--- config.mk ---
export PLATFORM = sky130hd
export DESIGN_NAME = piezo_sched
export DESIGN_NICKNAME = d
export VERILOG_FILES = /design/src/rtl/piezo_sched.sv
export SDC_FILE = /design/constraint.sdc
export NUM_CORES = 1
export LEC_CHECK = 0
export ABC_AREA = 1
export CAP_MARGIN = 10
export CORE_ASPECT_RATIO = 1.5
export CORE_UTILIZATION = 41
export CTS_BUF_LIST = sky130_fd_sc_hd__clkbuf_8 sky130_fd_sc_hd__clkbuf_16
export DETAILED_ROUTE_END_ITERATION = 10
export DONT_BUFFER_PORTS = 1
export GPL_TIMING_DRIVEN = 0
export PLACE_DENSITY = 0.65
export SKIP_CTS_REPAIR_TIMING = 1
export SLEW_MARGIN = 20
export SYNTH_ARGS = -nofsm -noshare
export SYNTH_HDL_FRONTEND = slang
export SYNTH_SLANG_ARGS = --single-unit
--- constraint.sdc ---
create_clock -name clk -period 2.1 [get_ports clk]
set_input_delay 0.42 -clock clk [delete_from_list [all_inputs] [get_ports clk]]
set_output_delay 0.42 -clock clk [all_outputs]
set_load 0.005 [all_outputs]
--- src/rtl/piezo_sched.sv ---
// rtl/piezo_sched.sv - arbitration and sequencing of buzzer tunes onto one shared tune player
// Fault alarm (2) outranks fanfare (1) outranks beep (0); a pending fault cuts a lower tune short.
module piezo_sched #(
   parameter logic [23:0] GAP_CYCLES = 24'h100000,
   parameter bit          FAST_SIM   = 1'b1
) (
   input  logic       clk,
   input  logic       rst_n,
   input  logic [2:0] req,
   input  logic       mute,
   input  logic       tune_busy,
   output logic       go,
   output logic [1:0] tune_sel,
   output logic       abort,
   output logic [2:0] pending,
   output logic       busy,
   output logic       drop
);

   localparam logic [23:0] GAP_STEP = FAST_SIM ? 24'd16 : 24'd1;

   typedef enum logic [2:0] {
      S_IDLE,
      S_LAUNCH,
      S_WAIT_ACK,
      S_PLAY,
      S_GAP
   } state_t;

   state_t      state_q, state_d;
   logic [2:0]  pending_q, pending_d;
   logic [1:0]  sel_q, sel_d;
   logic [2:0]  ack_cnt_q, ack_cnt_d;
   logic [23:0] gap_cnt_q, gap_cnt_d;
   logic        abort_q, abort_d;
   logic        drop_q, drop_d;
   logic [24:0] gap_sum;
   logic        preempt;

   always_comb begin
      state_d   = state_q;
      pending_d = pending_q;
      sel_d     = sel_q;
      ack_cnt_d = ack_cnt_q;
      gap_cnt_d = gap_cnt_q;
      abort_d   = 1'b0;
      drop_d    = 1'b0;
      gap_sum   = {1'b0, gap_cnt_q} + {1'b0, GAP_STEP};
      preempt   = mute || (pending_q[2] && (sel_q != 2'd2));

      case (state_q)
         S_IDLE: begin
            if ((pending_q != 3'b000) && !mute) begin
               if (pending_q[2])      sel_d = 2'd2;
               else if (pending_q[1]) sel_d = 2'd1;
               else                   sel_d = 2'd0;
               state_d = S_LAUNCH;
            end
         end
         S_LAUNCH: begin
            pending_d = pending_q & ~(3'b001 << sel_q);
            ack_cnt_d = 3'd0;
            state_d   = S_WAIT_ACK;
         end
         S_WAIT_ACK: begin
            if (tune_busy) begin
               state_d = S_PLAY;
            end else if (ack_cnt_q == 3'd7) begin
               // eighth silent cycle: the launch is abandoned, not re-queued
               drop_d  = 1'b1;
               state_d = S_IDLE;
            end else begin
               ack_cnt_d = ack_cnt_q + 3'd1;
            end
         end
         S_PLAY: begin
            gap_cnt_d = 24'd0;
            if (preempt) begin
               abort_d = 1'b1;
               state_d = S_GAP;
            end else if (!tune_busy) begin
               state_d = S_GAP;
            end
         end
         S_GAP: begin
            if (gap_cnt_q >= GAP_CYCLES) begin
               state_d = S_IDLE;
            end else begin
               gap_cnt_d = gap_sum[24] ? 24'hFFFFFF : gap_sum[23:0];
            end
         end
         default: state_d = S_IDLE;
      endcase

      // a new request beats the launch-cycle clear of the same bit
      pending_d = mute ? 3'b000 : (pending_d | req);
   end

   always_ff @(posedge clk or negedge rst_n) begin
      if (!rst_n) begin
         state_q   <= S_IDLE;
         pending_q <= 3'b000;
         sel_q     <= 2'd0;
         ack_cnt_q <= 3'd0;
         gap_cnt_q <= 24'd0;
         abort_q   <= 1'b0;
         drop_q    <= 1'b0;
      end else begin
         state_q   <= state_d;
         pending_q <= pending_d;
         sel_q     <= sel_d;
         ack_cnt_q <= ack_cnt_d;
         gap_cnt_q <= gap_cnt_d;
         abort_q   <= abort_d;
         drop_q    <= drop_d;
      end
   end

   assign go       = (state_q == S_LAUNCH);
   assign busy     = (state_q != S_IDLE);
   assign tune_sel = sel_q;
   assign abort    = abort_q;
   assign drop     = drop_q;
   assign pending  = pending_q;

endmodule

==> run metrics, run 1 <==
origin of the worst min-delay path mute; gpl congestion 0.8314; Final Core Density 48.01%; Required @ worst endpoint about 1.7 ns; area leader, netlist dfrtp_1; sequential share of power 44.6%; final period utilization 74.38%; number of buffers and inverters on the critical path 2; critical path's top delay family flip-flops; layout cells sized above 1 7.438%; WS Path Type register to primary output; setup TNS 0 ns; first-pass GRT wire length 6.603 mm; Critical Path Stages 3; IR Drop Worst-Case VDD slightly below 0.7 mV; Initial Util 43.73%; via/cell ratio around 5; highest routed layer met4; Syn Nets 244; sw frac between 30% and 40%; met2 WL post-DR 1.833 mm; RSZ-0062 raised after global routing no; TritonCTS buffer count 5; Hold Path Depth 1; core area ~4000 um^2; Worst EP arrival around 1.1 ns; I/O pin cnt 16; Post-DRT Antenna Nets 0; met3 wire length 90 um; wire per inst 12.19 um; row count 28; vias 1441; combinational power share 29.3%; clock latency on the worst-skew pair 0.29 ns; die area 4568 um^2; flops & latches, synth 33; Synth Instances roughly 230; CP max FO 4; Max Transition Viols Final 0; H-Tree Depth 2; TritonRoute pass-1 iters 4; placed cell area 1818 um^2; Yosys cell types 21; clk buf depth 2; initial antenna violation count 0; min cycle time layout 1.562 ns; final hold vios 0; max cap viols 0; Worst Skew 0.005888 ns; Nets 253; Crit. End Element primary output; Hold WC Path Type input port to register; cell leakage power 0.9368 nW; Max stage delay cell, worst path dfrtp_1; CP max stage delay approximately 0.4 ns; RR Endpoint state_q[0]; P_sw 0.6807 mW; fin area 1934 um^2; # DRC 0; Worst setup SP type register; Syn-to-layout area delta 9.801%; CTS tree done; Pwr Density 950.8 nW/um^2; CTS Sinks 33; relative slew slack 76.15%; Clk pin slew, worst setup/hold paths about 0.06 ns; Slew @ Worst Pin 0.3567 ns; ys flop type dfrtp_1; GRT overflow 0; post-synth top area share 46.88%; Hold EP pending[1]; Post-synth EDFFs 0; Diodes inserted 0; Synth top cells by count 60 x nand2_1, 36 x inv_1, 33 x dfrtp_1; gr usage total 18.69%; Metal-1 WL 1.501 mm; RR Startpoint ack_cnt_q[0]; syn_area_per_cell roughly 7.6 um^2; final HPWL from detailed placement ~2.6 mm; port bufs 0; Ys Warns 0; status complete, no violations; final setup fails 0; clk root buf clkbuf_8; vias in the first global route 1523; worst r2r path cells 8; ys async rst share 100.0%; flop2flop setup slack 0.59 ns; Clk pwr share a little over a quarter; internal power about 1.2 mW; count leader, synth nand2_1; largest net degree at the start of global routing 34; CP most frequent cell inv_1; die width 55.52 um; DRT Wirelength 3.499 mm; critical-path cell list inv_1 > nand3_1 > inv_1; sequential-to-total area share from yosys stat between 40% and 50%; fmax roughly 640 MHz; Syn Std Cell Area 1762 um^2; synth top area cells dfrtp_1 47%, nand2_1 13%, inv_1 7.7%; initial drt markers 20; die height 82.28 um
worst max path at each step:
stage | from | to | slack, ns
final | state_q[1] | go | 0.54
after global routing | ack_cnt_q[0] | ack_cnt_q[2] | 0.42
after floorplan | ack_cnt_q[0] | ack_cnt_q[2] | 0.76
after detailed placement | ack_cnt_q[0] | state_q[0] | 0.61
after CTS | state_q[1] | go | 0.51
after global placement | ack_cnt_q[0] | ack_cnt_q[2] | 0.61
power groups by stage:
stage | logic, mW | clock network (mW) | registers (mW)
finish | 0.539 | 0.480 | 0.820
global route | 0.619 | 0.523 | 0.836
CTS | 0.537 | 0.501 | 0.821
detailed placement | 0.536 | 0 | 0.830
global placement | 0.521 | 0 | 0.828
floorplan | 0.425 | 0 | 0.812
worst register-to-register path, cell delays in order (launching register included):
cell and delay [ns]:
dfrtp_1 0.40, ha_1 0.21, ha_1 0.18, inv_1 0.07
nand2_1 0.05, nor2_1 0.22, inv_1 0.12, nand3_1 0.11
a21oi_1 0.04
state kept, by name, indices dropped and copies added (netlist names):
register,cells
tune_sel,2
abort,1
ack_cnt_q,3
pending,3
gap_cnt_q,20
drop,1
state_q,3
metal layers:
metal	global-route usage [%]	up-vias
met5	0	-
met1	19.64	666
met3	4.517	6
met4	10.50	0
li1	-	752
met2	34.34	17
logic make-up (layout without fill, tap and decap cells):
| family | count (synthesis) | after routing | share of synthesized area [%] |
|---|---|---|---|
| simple gates | 126 | 126 | 32.39 |
| buf+inv | 39 | 48 | 8.736 |
| flops | 33 | 33 | 46.87 |
| compound gates | 30 | 30 | 8.665 |
| fa+ha+maj | 4 | 4 | 2.841 |
| xor+xnor | 1 | 1 | 0.4972 |
per-stage QoR:
step	instances	power [mW]	setup WS, ns	hold slack [ns]
6_report	287	1.839	0.5380	0.1867
5_1_grt	287	1.977	0.4151	0.1725
4_1_cts	285	1.858	0.5109	-0.1904
3_5_place_dp	278	1.366	0.6054	0.1257
3_3_place_gp	278	1.349	0.6133	0.1257
2_1_floorplan	233	1.237	0.7585	0.1244
layout make-up:
type | instances | area, um^2
fill | 417 | 2095
timing repair buffer | 2 | 30.03
inverter | 38 | 142.6
clock buffer | 6 | 82.58
buffer | 1 | 11.26
tap | 45 | 56.30
multi-input combinational | 161 | 782.0
clock inverter | 1 | 3.754
sequential | 33 | 825.8
layout by cell type (no fill, tap or decap), types with 2 or more instances in the layout:
master | netlist | final
inv_2 | 2 | 2
nand3_1 | 23 | 23
nor2_2 | 2 | 2
dfrtp_1 | 33 | 33
nand4_1 | 4 | 4
clkbuf_8 | 0 | 6
o21ai_1 | 2 | 2
o21ai_0 | 20 | 20
ha_1 | 4 | 4
nor2_1 | 29 | 29
nor2_4 | 2 | 2
nand2_1 | 60 | 60
nand2_2 | 2 | 2
a21oi_1 | 7 | 7
inv_1 | 36 | 37
(Power assumes the default switching activity.)
==> run 2, diff against run 1 <==
--- a/config.mk
+++ b/config.mk
@@ -13,7 +13,7 @@
 export DETAILED_ROUTE_END_ITERATION = 10
 export DONT_BUFFER_PORTS = 1
 export GPL_TIMING_DRIVEN = 0
-export PLACE_DENSITY = 0.65
+export PLACE_DENSITY = 0.67
 export SKIP_CTS_REPAIR_TIMING = 1
 export SLEW_MARGIN = 20
 export SYNTH_ARGS = -nofsm -noshare
==> constraint.sdc (replaced) <==
create_clock -name clk -period 1.3 [get_ports clk]
set_input_delay 0.26 -clock clk [delete_from_list [all_inputs] [get_ports clk]]
set_output_delay 0.26 -clock clk [all_outputs]
set_load 0.005 [all_outputs]
==> run metrics, run 2 (synthesis results as in run 1) <==
Max Transition Viols Final 0 (unchanged); combinational power share 37.1% (+7.8 points); # DRC 0 (unchanged); Pwr Density 1516 nW/um^2 (+59%); CTS Sinks 33 (unchanged); TritonCTS buffer count 5 (unchanged); Post-DRT Antenna Nets 0 (unchanged); IR Drop Worst-Case VDD 1.339 mV (+96%); placed cell area 1821 um^2 (+0.14%); Worst setup SP type register; most frequent cells in the layout 52 x nand2_1, 33 x dfrtp_1, 30 x inv_1, 20 x nor2_1, 13 x nand3_1; initial drt markers 35 (+75%); Max stage delay cell, worst path dfrtp_1; min cycle time layout 1.344 ns; clk root buf clkbuf_8; row count 28 (unchanged); P_sw 1.320 mW (+94%); origin of the worst min-delay path mute; sequential share of power 40.6% (-4.0 points); Clk pwr share 22.3% (-3.8 points); cell leakage power 1.037 nW (+11%); wire per inst 13.25 um (+8.7%); Nets 266 (+5.1%); GRT overflow 0 (unchanged); fin area 2205 um^2 (+14%); largest net degree at the start of global routing 34 (unchanged); Top reg by flops gap_cnt_q; internal power 2.021 mW (+74%); first-pass GRT wire length 6.292 mm (-4.7%); gr usage total 18.06% (-0.63 points); hold slack 0.02061 ns (-0.1661 ns); WS Path Type register to register; final period utilization 103.4%; gpl congestion 0.7996 (-3.8%); Worst EP arrival 1.52 ns (+0.38 ns); I/O pin cnt 16 (unchanged); Hold EP pending[1]; Worst Skew 0.003672 ns (-0.002216 ns); worst r2r path cells 8 (unchanged); Clk pin slew, worst setup/hold paths 0.07 ns (about the same); failing checks setup timing; H-Tree Depth 2 (unchanged); RSZ-0062 raised after global routing yes; Hold Path Depth 1 (unchanged); die height 82.28 um (unchanged); number of buffers and inverters on the critical path 2 (unchanged); final setup fails 8 (+8); commonest non-fill, non-tap cell in the layout nand2_1; flop2flop setup slack -0.04 ns (-0.63 ns); via/cell ratio 5.116 (+1.9%); CP max stage delay 0.40 ns (about the same); port bufs 0 (unchanged); Syn-to-layout area delta 25.14%; fmax 743.8 MHz; final HPWL from detailed placement 2.543 mm (-1.3%); RR Endpoint state_q[0]; initial antenna violation count 0 (unchanged); Crit. End Element register; DRT Wirelength 3.989 mm (+14%); Required @ worst endpoint 1.48 ns (-0.20 ns); critical path's top delay family flip-flops; layout cells sized above 1 28.52% (+21 points); final worst setup slack -0.04448 ns (-0.5824 ns); RR Startpoint ack_cnt_q[0]; final hold vios 0 (unchanged); relative slew slack 76.65% (+0.50 points); Largest register FFs 20 (unchanged); sw frac 39.52% (+2.5 points); max cap viols 0 (unchanged); core area 4029 um^2 (unchanged); TritonRoute pass-1 iters 4 (unchanged); status complete, but fails checks; CP max FO 4 (unchanged); Diodes inserted 0 (unchanged); clock latency on the worst-skew pair 0.29 ns (about the same); pre-CTS setup slack -0.1168 ns (-0.7223 ns); critical-path cell list ha_2 > ha_2 > inv_2 > nand2_2 > nor2_4 > inv_2 > nand3_2 > a21oi_1; die area 4568 um^2 (unchanged); clk buf depth 2 (unchanged); vias in the first global route 1466 (-3.7%); Slew @ Worst Pin 0.3490 ns (-0.007646 ns); CTS tree done; vias 1540 (+6.9%); Initial Util 43.73% (unchanged); # fillers 375 (-10%); Hold WC Path Type input port to register; die width 55.52 um (unchanged)
-- run 2: cell types whose count changed in the layout (fill, tap and decap cells not counted), moves of 8 or more --
| cell | previous run | this run |
|---|---|---|
| o21ai_1 | 2 | 11 |
| nand3_2 | 0 | 10 |
| nand3_1 | 23 | 13 |
| nand2_1 | 60 | 52 |
| nor2_1 | 29 | 20 |
| buf_4 | 0 | 8 |
| o21ai_0 | 20 | 8 |
-- run 2: per-layer routing --
metal	part of all wire (%)	global-route usage, %	routed length (um)	up-vias
met4	2.3	9.500	93	0
li1	-	-	-	786
met2	55	32.29	2176	27
met5	0	0	0	-
met1	40	19.78	1609	718
met3	2.7	4.673	109	9
-- run 2: cell type report --
| type | count | area [um^2] | share of cell area, % |
|---|---|---|---|
| multi-input combinational | 161 | 937.1 | 42.51 |
| sequential | 33 | 825.8 | 37.46 |
| timing repair buffer | 15 | 146.4 | 6.640 |
| inverter | 38 | 145.1 | 6.583 |
| clock buffer | 5 | 68.82 | 3.121 |
| tap | 45 | 56.30 | 2.554 |
| clock inverter | 3 | 13.76 | 0.6243 |
| buffer | 1 | 11.26 | 0.5108 |
-- run 2: how the worst max path moves through the flow --
| stage | endpoint | cells past startpoint | start | slack (ns) |
|---|---|---|---|---|
| final | state_q[0] | 8 | ack_cnt_q[0] | -0.04 |
| after global routing | gap_cnt_q[16] | 6 | gap_cnt_q[4] | -0.12 |
| after CTS | ack_cnt_q[2] | 8 | ack_cnt_q[0] | -0.14 |
| after detailed placement | gap_cnt_q[16] | 6 | gap_cnt_q[4] | -0.12 |
| after global placement | gap_cnt_q[20] | 7 | gap_cnt_q[4] | -0.11 |
| after floorplan | ack_cnt_q[2] | 8 | ack_cnt_q[0] | 0.02 |
-- run 2: power groups by stage --
stage | clock network, mW | logic, mW | registers, mW
finish | 0.744 | 1.24 | 1.36
global route | 0.823 | 1.40 | 1.37
detailed placement | 0 | 0.862 | 1.34
CTS | 0.764 | 0.869 | 1.33
global placement | 0 | 0.849 | 1.34
floorplan | 0 | 0.693 | 1.31
-- run 2: metrics by stage --
stage,power (mW),cells,util [%],TNS [ns]
final,3.341,301,54.72,-0.2060
after global routing,3.590,301,54.72,-1.577
after CTS,2.960,286,47.24,-1.426
after detailed placement,2.206,278,45.19,-1.044
after global placement,2.189,278,45.19,-0.9378
after floorplan,2.004,233,-,0
